## src/rtl/score_disp.sv

```systemverilog
// Score display: clamps and converts the score to BCD, then draws four 8x16 digits.
// Build option SCORE_LZB_EN blanks leading zero digits; the units digit always shows.
module score_disp #(
    parameter int          POS_X     = 520,
    parameter int          POS_Y     = 16,
    parameter logic [11:0] DIGIT_RGB = 12'hFFF
) (
    input  logic        clk,
    input  logic        reset,
    input  logic [13:0] score,
    input  logic        new_score,
    input  logic [9:0]  x,
    input  logic [9:0]  y,
    output logic [15:0] bcd,
    output logic        busy,
    output logic        score_on,
    output logic [11:0] rgb_out
);

    typedef enum logic [1:0] {IDLE, CONVERT, LOAD} state_t;

    localparam logic [9:0] PX = 10'(POS_X);
    localparam logic [9:0] PY = 10'(POS_Y);

    state_t      state, state_nx;
    logic        capture;
    logic [13:0] bin;
    logic [15:0] acc, acc_adj;
    logic [3:0]  cnt;
    logic        pending;

    function automatic logic [13:0] clamp(input logic [13:0] s);
        return (s > 14'd9999) ? 14'd9999 : s;
    endfunction

    function automatic logic [7:0] glyph_row(input logic [3:0] d,
                                             input logic [3:0] r);
        logic [127:0] g;
        case (d)
            4'd0: g = 128'h003C6666_6E766666_6666663C_00000000;
            4'd1: g = 128'h00183878_18181818_18187E00_00000000;
            4'd2: g = 128'h003C6606_060C1830_60607E00_00000000;
            4'd3: g = 128'h003C6606_061C0606_06663C00_00000000;
            4'd4: g = 128'h000C1C3C_6CCCFE0C_0C0C1E00_00000000;
            4'd5: g = 128'h007E6060_607C0606_06663C00_00000000;
            4'd6: g = 128'h001C3060_607C6666_66663C00_00000000;
            4'd7: g = 128'h007E6606_0C181830_30303000_00000000;
            4'd8: g = 128'h003C6666_663C6666_66663C00_00000000;
            4'd9: g = 128'h003C6666_663E0606_0C383000_00000000;
            default: g = '0;
        endcase
        g = g << {r, 3'b000};
        return g[127:120];
    endfunction

    always_comb begin
        state_nx = state;
        capture  = 1'b0;
        case (state)
            IDLE: begin
                if (new_score) begin
                    capture  = 1'b1;
                    state_nx = CONVERT;
                end
            end
            CONVERT: begin
                if (cnt == 4'd13) state_nx = LOAD;
            end
            LOAD: begin
                if (pending || new_score) begin
                    capture  = 1'b1;
                    state_nx = CONVERT;
                end else begin
                    state_nx = IDLE;
                end
            end
            default: state_nx = IDLE;
        endcase
    end

    always_comb begin
        acc_adj = acc;
        for (int i = 0; i < 4; i++) begin
            if (acc[4*i +: 4] >= 4'd5) acc_adj[4*i +: 4] = acc[4*i +: 4] + 4'd3;
        end
    end

    always_ff @(posedge clk or negedge reset) begin
        if (!reset) state <= IDLE;
        else        state <= state_nx;
    end

    always_ff @(posedge clk or negedge reset) begin
        if (!reset) begin
            bin     <= '0;
            acc     <= '0;
            cnt     <= '0;
            pending <= 1'b0;
            bcd     <= '0;
            busy    <= 1'b0;
        end else begin
            if (capture) begin
                bin     <= clamp(score);
                acc     <= '0;
                cnt     <= '0;
                pending <= 1'b0;
                busy    <= 1'b1;
            end else if (state == CONVERT) begin
                acc <= {acc_adj[14:0], bin[13]};
                bin <= {bin[12:0], 1'b0};
                cnt <= cnt + 4'd1;
                if (new_score) pending <= 1'b1;
            end else if (state == LOAD) begin
                busy <= 1'b0;
            end
            if (state == LOAD) bcd <= acc;
        end
    end

    logic [9:0] dx, dy;
    logic       in_field, blank, lit;
    logic [3:0] nib;
    logic [7:0] row;

    assign dx = x - PX;
    assign dy = y - PY;
    assign in_field = (x >= PX) && (dx < 10'd32) && (y >= PY) && (dy < 10'd16);

    always_comb begin
        case (dx[4:3])
            2'd0:    nib = bcd[15:12];
            2'd1:    nib = bcd[11:8];
            2'd2:    nib = bcd[7:4];
            default: nib = bcd[3:0];
        endcase
    end

`ifdef SCORE_LZB_EN
    always_comb begin
        case (dx[4:3])
            2'd0:    blank = (bcd[15:12] == 4'd0);
            2'd1:    blank = (bcd[15:8] == 8'd0);
            2'd2:    blank = (bcd[15:4] == 12'd0);
            default: blank = 1'b0;
        endcase
    end
`else
    assign blank = 1'b0;
`endif

    assign row = glyph_row(nib, dy[3:0]);
    assign lit = in_field && !blank && (nib <= 4'd9) && row[3'd7 - dx[2:0]];

    always_ff @(posedge clk or negedge reset) begin
        if (!reset) begin
            score_on <= 1'b0;
            rgb_out  <= '0;
        end else begin
            score_on <= lit;
            rgb_out  <= lit ? DIGIT_RGB : 12'h000;
        end
    end

endmodule

```

## config.mk

```make
export PLATFORM = sky130hd
export DESIGN_NAME = score_disp
export DESIGN_NICKNAME = d
export VERILOG_FILES = /design/src/rtl/score_disp.sv
export SDC_FILE = /design/constraint.sdc
export NUM_CORES = 1
export LEC_CHECK = 0
export BUFFER_PORTS_ARGS = -buffer_cell sky130_fd_sc_hd__buf_2
export CORE_MARGIN = 4
export CORE_UTILIZATION = 56
export CTS_BUF_LIST = sky130_fd_sc_hd__clkbuf_2 sky130_fd_sc_hd__clkbuf_4 sky130_fd_sc_hd__clkbuf_8
export CTS_CLUSTER_DIAMETER = 40
export CTS_CLUSTER_SIZE = 25
export DETAILED_ROUTE_END_ITERATION = 8
export MAX_ROUTING_LAYER = met4
export PLACE_DENSITY_LB_ADDON = 0.08
export SYNTH_ARGS = -nofsm -noshare
export SYNTH_HDL_FRONTEND = slang
export SYNTH_SLANG_ARGS = --single-unit
```

## constraint.sdc

```tcl
create_clock -name clk -period 3.2 [get_ports clk]
set_clock_uncertainty 0.1 [all_clocks]
set_input_delay 0.32 -clock clk [delete_from_list [all_inputs] [get_ports clk]]
set_output_delay 0.32 -clock clk [all_outputs]
set_load 0.02 [all_outputs]
```

==> results of run 1 <==
power by group:
group	leakage [nW]	switching (mW)	internal (mW)
clock	0.0607	0.250	0.242
combinational	1.38	1.28	0.870
sequential	0.703	0.261	0.974
worst min-delay path, delay by kind of cell:
kind	cells	cell delay [ns]
AND/OR/NAND/NOR	2	0.12
buffers and inverters	1	0.08
cells in the mapped netlist (8+ instances only):
| library cell | count |
|---|---|
| nand2b_1 | 16 |
| a21oi_1 | 21 |
| o31ai_1 | 9 |
| nand2_1 | 62 |
| clkbuf_1 | 22 |
| nor2_1 | 38 |
| o211ai_1 | 8 |
| o21ai_0 | 42 |
| inv_1 | 21 |
| dfrtp_1 | 55 |
| mux2_2 | 11 |
| mux2i_1 | 8 |
| ha_1 | 18 |
| nand3_1 | 21 |
| buf_4 | 12 |
| a31oi_1 | 15 |
placed cells by master (no fill, tap or decap), types with 5 or more instances in the layout:
| master | n |
|---|---|
| nor4_1 | 5 |
| nor3_1 | 6 |
| o211ai_1 | 8 |
| inv_1 | 21 |
| ha_1 | 18 |
| a21oi_1 | 21 |
| buf_2 | 66 |
| xnor2_1 | 6 |
| clkbuf_8 | 5 |
| xor2_1 | 5 |
| nand2_1 | 62 |
| and3_1 | 6 |
| o31ai_1 | 8 |
| a211oi_1 | 5 |
| dfrtp_1 | 55 |
| a221o_1 | 6 |
| buf_4 | 26 |
| nand2b_1 | 16 |
| mux2i_1 | 8 |
| nor2_1 | 38 |
| nand3_1 | 21 |
| mux2_2 | 11 |
| o21ai_0 | 42 |
| a32o_1 | 5 |
| a31oi_1 | 15 |
| mux4_2 | 6 |
cell type report:
type,count,area (sq um),area share
multi-input combinational,362,2400,0.5184
sequential,55,1376,0.2973
timing repair buffer,93,535.5,0.1157
tap,96,120.1,0.02595
inverter,21,78.83,0.01703
clock buffer,5,68.82,0.01486
clock inverter,3,50.05,0.01081
worst max path at each step:
| stage | slack [ns] | endpoint | cells after the start | start |
|---|---|---|---|---|
| global route | 0.04 | rgb_out[10]$_DFF_PN0_ | 11 | bcd[8]$_DFFE_PN0N_ |
| floorplan | 0.13 | rgb_out[10]$_DFF_PN0_ | 13 | x[4] |
| global placement | 0.12 | rgb_out[10]$_DFF_PN0_ | 13 | x[3] |
| CTS | 0.21 | rgb_out[10]$_DFF_PN0_ | 11 | bcd[5]$_DFFE_PN0N_ |
| finish | 0.19 | rgb_out[10]$_DFF_PN0_ | 11 | bcd[4]$_DFFE_PN0N_ |
| detailed placement | 0.10 | rgb_out[10]$_DFF_PN0_ | 13 | x[3] |
per-stage QoR:
step | power [mW] | utilization | instance area (sq um) | hold WS (ns) | cells
2_1_floorplan | 2.661 | - | 4081 | -0.07559 | 482
3_3_place_gp | 3.315 | 0.6474 | 4496 | 0.2908 | 626
3_5_place_dp | 3.347 | 0.6474 | 4496 | 0.2979 | 626
4_1_cts | 3.857 | 0.6659 | 4624 | 0.1324 | 635
5_1_grt | 4.169 | 0.6667 | 4629 | 0.1422 | 635
6_report | 3.876 | 0.6667 | 4629 | 0.1418 | 635
state kept, by name (all words and copies together) (netlist names):
| register | count |
|---|---|
| busy | 1 |
| state | 2 |
| acc | 16 |
| rgb_out | 1 |
| pending | 1 |
| cnt | 4 |
| bin | 14 |
| bcd | 16 |
metal layers:
layer  part of all wire  vias to the layer above
li1                   -                     1858
met1               0.42                     1842
met2               0.49                      174
met3              0.073                       25
met4              0.021                        0
met5                  0                        -
logic make-up (layout without fill, tap and decap cells):
family	after synthesis	in the layout	synth area share
AND/OR/NAND/NOR	170	170	0.1950
AO/OA/AOI/OAI	137	137	0.2266
buffers and inverters	65	122	0.07603
flip-flops	55	55	0.3372
multiplexers	26	26	0.08645
adder cells (fa/ha/maj)	18	18	0.05518
XOR/XNOR	11	11	0.02360
what timing repair did:
item                                   4_1_cts  5_1_grt
hold buffers                                 1        0
gates resized for setup                      0        1
setup endpoints to repair                    0        1
endpoints found under the hold margin       31        0
==> metrics.md, run 1 <==
| Metric | Value |
|---|---|
| Final Setup Violations | `0` |
| DR WL/cell | `18.42 um` |
| Crit share post-route | `0.9395` |
| Full die area | `0.008718 sq mm` |
| Final min period | `roughly 3.0 ns` |
| Final Hold Viols | `0` |
| # rows | `30` |
| Root buffer cell | `clkbuf_8` |
| Capturing point of the worst reg2reg path | `rgb_out[10]$_DFF_PN0_` |
| Clock buffer count from CTS | `5` |
| Drt drc | `0` |
| Cells on Worst Hold Path | `3` |
| Clk slew on worst S/H paths | `0.12 ns` |
| Total Neg Setup Slack | `0 ns` |
| Worst endpoint data arrival time | `3.10 ns` |
| Routed WL | `11700 um` |
| M2 GR Usage | `0.4550` |
| Worst hold path endpoint | `bin[0]$_DFFE_PN0P_` |
| Yosys top cell area share | `0.3372` |
| Starting DRT DRC Count | `roughly 330` |
| Outcome | `complete, no violations` |
| Final Slew Violations | `0` |
| Most used DFF post-synth | `dfrtp_1` |
| CTS max path bufs | `2` |
| Required time worst endpoint | `3.30 ns` |
| Final ANT Viol Nets | `0` |
| Slew headroom | `0.2486` |
| WP buf/inv | `3` |
| Yosys Warn Count | `0` |
| Worst Setup Start Kind | `flip-flop` |
| Number of fill cells | `580` |
| Actual slew at the worst max-slew pin | `1.127 ns` |
| Port Buffers | `66` |
| Global route hottest layer | `met2` |
| Critical hold path startpoint | `score[0]` |
| Die height | `around 93 um` |
| Post-synth EDFFs | `0` |
| Pleak | `~2.1 nW` |
| Nets@finish | `593` |
| DR vias | `3899` |
| Postcts setup bufs | `0` |
| Die width | `between 90 and 100 um` |
| Worst reg-to-reg setup slack | `0.19 ns` |
| RSZ-0062 raised after global routing | `no` |
| Largest net degree at the start of global routing | `34` |
| Grt met3 use | `0.03781` |
| Seq/Total Area, Yosys | `0.3372` |
| Layout cell share with drive strength beyond 1 | `0.2319` |
| DP Worst Slack | `0.1048 ns` |
| Initial core utilization | `0.5877` |
| Core area | `0.006944 sq mm` |
| First-pass GRT wire length | `18490 um` |
| Syn Nets | `roughly 540` |
| Vias in the first global route | `approximately 3700` |
| Post-Syn Instances | `slightly below 500` |
| Synth-to-Final Area Change | `13.43%` |
| Critical path peak fanout | `6` |
| TritonRoute pass-1 iters | `5` |
| Grt total ovfl | `0` |
| HP Class | `in2reg` |
| Avg Vias per Cell | `6.140` |
| F_max | `roughly 330 MHz` |
| Htree depth | `2` |
| Mean Syn Cell Area | `8.468 sq um` |
| Initial antenna violation count | `0` |
| Final WS setup | `0.1937 ns` |
| Post-DP HPWL | `8860 um` |
| Synth Cell Area | `0.004081 sq mm` |
| CP peak stage delay | `0.55 ns` |
| Kind of critical path | `reg2reg` |
| Max cap viols | `0` |
| Antenna Cells | `0` |
| CTS Sinks | `55` |
| Clk_lat worst skew | `roughly 0.32 ns` |
| Post-synth ARST share | `1.000` |
| CP Cell Sequence | `mux4_2, buf_4, inv_1, ha_1, nand2b_1, nor3_1, nor3_1, o2111a_1, o41ai_1, buf_4, a221oi_2` |
| Worst path top cell family by delay | `compound AO/OA/AOI/OAI gates` |
| Worst VDD drop | `0.4462 mV` |
| Reg2reg path depth | `11` |
| #FFs+latches synth | `55` |
| Met1 Usage GRT | `0.3560` |
| Reg-to-reg startpoint | `bcd[4]$_DFFE_PN0N_` |
| Unique cell type count in the Yosys netlist | `55` |
| Area contributors post-synth | `dfrtp_1, nand2_1, ha_1` |
| Critical Path End Type | `flip-flop` |
| Worst path slowest cell | `mux4_2` |
| CTS tree | `built` |
| Global-route usage over all layers | `0.2753` |
| PwrDens | `between 800 and 900 mW/mm^2` |
| Leading area contributor after synthesis | `dfrtp_1` |
| Routability congestion estimate | `0.9947` |
| Top-Level Pins | `67` |
(Power assumes the default switching activity.)
==> run 2, diff against run 1 <==
- CELL_PAD_IN_SITES_DETAIL_PLACEMENT: not set -> 1
- CELL_PAD_IN_SITES_GLOBAL_PLACEMENT: not set -> 1
- CORE_UTILIZATION: 56 -> 44
- CTS_CLUSTER_DIAMETER: 40 -> not set
==> run 2 against run 1 <==
Compared with the run above: global-route usage is 2.2 points lower; combinational power is 2% higher; sequential power hardly changed; register-to-register slack better by 0.03 ns; utilization is 15 points lower; die area is 25% higher; sequential cell count stayed put; clock-buffer cell count stayed put; final area hardly changed; via count is 0.15% higher; cell count is 1.4% higher.
==> metrics.md, run 2 (synthesis gave the netlist of run 1 again) <==
| Metric | Value |
|---|---|
| Slew headroom | `0.3060` |
| Avg Vias per Cell | `just over 6` |
| Root buffer cell | `clkbuf_8` |
| Synth-to-Final Area Change | `13.34%` |
| RSZ-0062 raised after global routing | `no` |
| First-pass GRT wire length | `22010 um` |
| Final Hold Viols | `0` |
| Starting DRT DRC Count | `215` |
| Most frequent cells in the layout | `buf_2, nand2_1, dfrtp_1` |
| Critical hold path startpoint | `new_score` |
| Total Neg Setup Slack | `0 ns` |
| Pleak | `2.129 nW` |
| Cells on Worst Hold Path | `3` |
| Grt total ovfl | `0` |
| Outcome | `complete, no violations` |
| Final WS setup | `0.2188 ns` |
| Clk_lat worst skew | `0.32 ns` |
| Required time worst endpoint | `3.34 ns` |
| Port Buffers | `66` |
| Final min period | `2.981 ns` |
| Die height | `104.3 um` |
| Actual slew at the worst max-slew pin | `about 1.0 ns` |
| Worst VDD drop | `0.4338 mV` |
| Crit share post-route | `0.9316` |
| WHS | `0.1366 ns` |
| Die width | `104.3 um` |
| Final ANT Viol Nets | `0` |
| DR vias | `a little under 4000` |
| Critical Path End Type | `flip-flop` |
| CTS tree | `built` |
| TritonRoute pass-1 iters | `5` |
| CTS max path bufs | `2` |
| DP Worst Slack | `about 0.11 ns` |
| Largest net degree at the start of global routing | `32` |
| CTS Sinks | `55` |
| Biggest regs | `acc (16), bcd (16), bin (14)` |
| Worst path top cell family by delay | `compound AO/OA/AOI/OAI gates` |
| Final Setup Violations | `0` |
| CP Cell Sequence | `mux4_2, inv_1, ha_1, inv_1, nor2_1, nand3_1, o211ai_1, o2111ai_1, a32o_1, a311o_1, a221oi_2` |
| Worst path slowest cell | `mux4_2` |
| Routed WL | `13150 um` |
| Vias in the first global route | `slightly above 4000` |
| Clock buffer count from CTS | `5` |
| Initial core utilization | `0.4590` |
| Worst endpoint data arrival time | `3.12 ns` |
| Most common cell after layout, fill and taps aside | `buf_2` |
| Full die area | `0.01088 sq mm` |
| Reg-to-reg startpoint | `bcd[0]$_DFFE_PN0N_` |
| Multi-input logic area | `0.002395 sq mm` |
| Layout cell share with drive strength beyond 1 | `0.2257` |
| Routability congestion estimate | `0.9822` |
| CP peak stage delay | `0.49 ns` |
| Final core utilization | `0.5203` |
| Core area | `0.008891 sq mm` |
| Capturing point of the worst reg2reg path | `rgb_out[10]$_DFF_PN0_` |
| Global-route usage over all layers | `0.2537` |
| Initial antenna violation count | `0` |
| Final Total Pwr | `3.922 mW` |
| Worst reg-to-reg setup slack | `0.22 ns` |
| Most frequent CP cell | `inv_1` |
| Nets@finish | `590` |
| Postcts setup bufs | `0` |
| HP Class | `in2reg` |
| Worst Setup Start Kind | `flip-flop` |
| DR WL/cell | `around 20 um` |
| Critical path peak fanout | `5` |
| Drt drc | `0` |
| Max cap viols | `0` |
| Antenna Cells | `0` |
| Post-DP HPWL | `10050 um` |
| # rows | `34` |
| WP buf/inv | `2` |
| Clk slew on worst S/H paths | `between 0.1 and 0.15 ns` |
| Worst hold path endpoint | `pending$_DFFE_PN0P_` |
| Htree depth | `2` |
| F_max | `335.4 MHz` |
| Number of fill cells | `1099` |
| Reg2reg path depth | `11` |
| Top-Level Pins | `67` |
| PwrDens | `847.8 mW/mm^2` |
| Kind of critical path | `reg2reg` |
| Final Slew Violations | `0` |
| Register Area | `between 0.001 and 0.0015 sq mm` |
[run 2: changes by cell type in the layout (fill, tap and decap cells not counted), sizes merged]
cell / before / now
buf: 92 / 89
clkinvlp: 0 / 1
inv: 23 / 22
[run 2: per-stage QoR]
step | instance area [sq um] | instances
after global placement | 4501 | 635
after global routing | 4626 | 644
after CTS | 4626 | 644
after floorplan | 4081 | 482
after detailed placement | 4501 | 635
final | 4626 | 644
[run 2: report_power, final]
part           total [mW]  switching (mW)  leakage [nW]  internal (mW)
Combinational        2.20            1.33          1.37          0.871
Clock               0.489           0.253        0.0548          0.236
Sequential           1.24           0.262         0.703          0.973
Total                3.92            1.84          2.13           2.08
[run 2: cell type report]
cell class                      count  area share
Tap cell                          108     0.02921
Multi-Input combinational cell    362      0.5177
Timing Repair Buffer               90      0.1136
Clock buffer                        5     0.01488
Clock inverter                      3     0.01001
Inverter                           21     0.01704
Sequential cell                    55      0.2975
[run 2: worst min-delay path: stages]
cell	delay [ns]
buf_2	0.10
nand2_1	0.05
nand2_1	0.05
[run 2: worst max-delay path by stage]
| stage | start | to | slack, ns | depth (start not counted) |
|---|---|---|---|---|
| 2_1_floorplan | x[4] | rgb_out[10]$_DFF_PN0_ | 0.13 | 13 |
| 3_3_place_gp | x[3] | rgb_out[10]$_DFF_PN0_ | 0.17 | 10 |
| 3_5_place_dp | x[3] | rgb_out[10]$_DFF_PN0_ | 0.11 | 12 |
| 4_1_cts | bcd[0]$_DFFE_PN0N_ | rgb_out[10]$_DFF_PN0_ | 0.21 | 11 |
| 5_1_grt | bcd[0]$_DFFE_PN0N_ | rgb_out[10]$_DFF_PN0_ | 0.05 | 11 |
| 6_report | bcd[0]$_DFFE_PN0N_ | rgb_out[10]$_DFF_PN0_ | 0.22 | 11 |
[run 2: layer usage]
metal	vias to the layer above	track usage	share of wire
met5	-	-	0
met4	0	0.04463	0.0082
met3	13	0.03414	0.045
met2	106	0.4050	0.49
met1	1939	0.3499	0.46
li1	1847	-	-
[run 2: what timing repair did]
item / CTS / global route
endpoints found under the hold margin: 27 / 0
hold buffers: 1 / 0
resized for setup: 0 / 0
==> run 3, diff against run 2 <==
- CAP_MARGIN: not set -> 15
- CORE_UTILIZATION: 44 -> 47
- clock period: 3.2 -> 3.8 ns (I/O delays scaled with it)
==> run 3 against run 2 <==
Compared with the run above: first-iteration DRC count is 41% lower; wire length down 3.7%; sequential share of layout area up 0.87 points; total power is 19% lower; largest cell class unchanged.
==> metrics.md, run 3 (synthesis gave the netlist of run 1 again) <==
| Metric | Value |
|---|---|
| Final ANT Viol Nets | `0` |
| Routability congestion estimate | `0.9552` |
| Slew headroom | `0.3432` |
| Postcts setup bufs | `0` |
| Clock buffer count from CTS | `5` |
| Outcome | `complete, no violations` |
| Global-route usage over all layers | `0.2601` |
| HP Class | `in2async` |
| Pleak | `2.053 nW` |
| Number of fill cells | `1026` |
| Vias in the first global route | `just under 4000` |
| Final Slew Violations | `0` |
| Port Buffers | `66` |
| Most frequent cells in the layout | `buf_2, nand2_1, dfrtp_1` |
| Post-DP HPWL | `9659 um` |
| Synth-to-Final Area Change | `10.12%` |
| Initial antenna violation count | `0` |
| Final Total Pwr | `3.195 mW` |
| Kind of critical path | `reg2reg` |
| Full die area | `a little over 0.01 sq mm` |
| CP peak stage delay | `0.61 ns` |
| Worst VDD drop | `0.3289 mV` |
| Biggest regs | `acc (16), bcd (16), bin (14)` |
| CTS max path bufs | `2` |
| Root buffer cell | `clkbuf_8` |
| Area of placed instances | `0.004379 sq mm` |
| Final Hold Viols | `0` |
| Die width | `between 100 and 150 um` |
| Die height | `101.2 um` |
| Post-CTS Hold Buffers | `0` |
| Worst path slowest cell | `mux4_2` |
| Inst Count DP | `618` |
| Nets@finish | `575` |
| Critical path peak fanout | `10` |
| TritonRoute pass-1 iters | `4` |
| Antenna Cells | `0` |
| Avg Vias per Cell | `6.123` |
| Fin area | `about 0.0045 sq mm` |
| Reg2reg path depth | `11` |
| Most frequent CP cell | `inv_1` |
| Worst endpoint data arrival time | `between 3 and 4 ns` |
| Total Neg Setup Slack | `0 ns` |
| Actual slew at the worst max-slew pin | `roughly 1 ns` |
| Clk slew on worst S/H paths | `0.12 ns` |
| Drt drc | `0` |
| CP Cell Sequence | `mux4_2, inv_1, ha_1, inv_1, nor2_1, o21ai_0, a41oi_1, or4_1, a22oi_1, a311o_1, a221oi_2` |
| Initial core utilization | `0.4893` |
| F_max | `307.7 MHz` |
| Max cap viols | `0` |
| Critical Path End Type | `flip-flop` |
| Largest net degree at the start of global routing | `56` |
| Crit share post-route | `0.8553` |
| Post-CTS Resized | `0` |
| Non-filler cells, final | `626` |
| Grt total ovfl | `0` |
| Core area | `0.008341 sq mm` |
| CTS tree | `built` |
| Final Setup Violations | `0` |
| Required time worst endpoint | `3.92 ns` |
| Worst Setup Start Kind | `flip-flop` |
| Clk_lat worst skew | `approximately 0.32 ns` |
| # rows | `33` |
| Most common cell after layout, fill and taps aside | `buf_2` |
| DR WL/cell | `20.23 um` |
| DR vias | `3833` |
| Layout cell share with drive strength beyond 1 | `0.2054` |
| Final min period | `3.250 ns` |
| Top-Level Pins | `67` |
| Routed WL | `12660 um` |
| First-pass GRT wire length | `a little over 20000 um` |
| PwrDens | `about 710 mW/mm^2` |
| CTS Sinks | `55` |
| RSZ-0062 raised after global routing | `no` |
| Starting DRT DRC Count | `127` |
| Htree depth | `2` |
## run 3: cell types whose count changed in the layout (fill, tap and decap cells not counted), sizes merged
cell,change
dlygate4sd3,-1
buf,-14
## run 3: layout make-up
| class | count | area, sq um | area share |
|---|---|---|---|
| clock buffers | 5 | 68.82 | 0.01531 |
| clock inverters | 3 | 46.29 | 0.01030 |
| inverters | 21 | 78.83 | 0.01754 |
| multi-input cells | 362 | 2395 | 0.5329 |
| flip-flops and latches | 55 | 1376 | 0.3062 |
| well taps | 105 | 131.4 | 0.02923 |
| repair buffers | 75 | 397.9 | 0.08853 |
## run 3: path summary, 6_finish.rpt
path,from,end,slack (ns)
max,bcd[4]$_DFFE_PN0N_,rgb_out[10]$_DFF_PN0_,0.55
min,reset,bin[2]$_DFFE_PN0P_,0.07
max reg2reg,bcd[4]$_DFFE_PN0N_,rgb_out[10]$_DFF_PN0_,0.55
min reg2reg,busy$_DFFE_PN0P_,busy$_DFFE_PN0P_,0.39
max in group asynchronous,reset,bcd[14]$_DFFE_PN0N_,3.04
min in group clk,score[0],bin[0]$_DFFE_PN0P_,0.19
## run 3: worst max-delay path: cells and delay by family, from the launching register on
kind | cells | cell delay [ns]
DFF | 1 | 0.46
AOI/OAI and AO/OA | 5 | 1.06
buffers and inverters | 2 | 0.25
and+or+nand+nor | 2 | 0.42
adders and majority gates | 1 | 0.25
muxes | 1 | 0.61
## run 3: routing by layer
metal	routed length, um	GRT usage
met1	5526	0.3378
met3	591	0.03857
met4	246	0.07669
met2	6299	0.4225
met5	0	-
## run 3: through the flow
stage / setup WS [ns] / hold WS, ns / utilization
global placement: 0.4451 / 0.3603 / 0.5251
floorplan: 0.6729 / -0.01559 / -
detailed placement: 0.3432 / 0.3654 / 0.5251
global route: 0.3208 / 0.1283 / 0.5389
finish: 0.5497 / 0.07480 / 0.5389
CTS: 0.6131 / 0.1136 / 0.5389
## run 3: report_power, final
| group | total [mW] | internal (mW) | switching, mW |
|---|---|---|---|
| registers | 1.05 | 0.820 | 0.227 |
| logic | 1.73 | 0.672 | 1.06 |
| clock network | 0.418 | 0.199 | 0.219 |
| total | 3.20 | 1.69 | 1.50 |
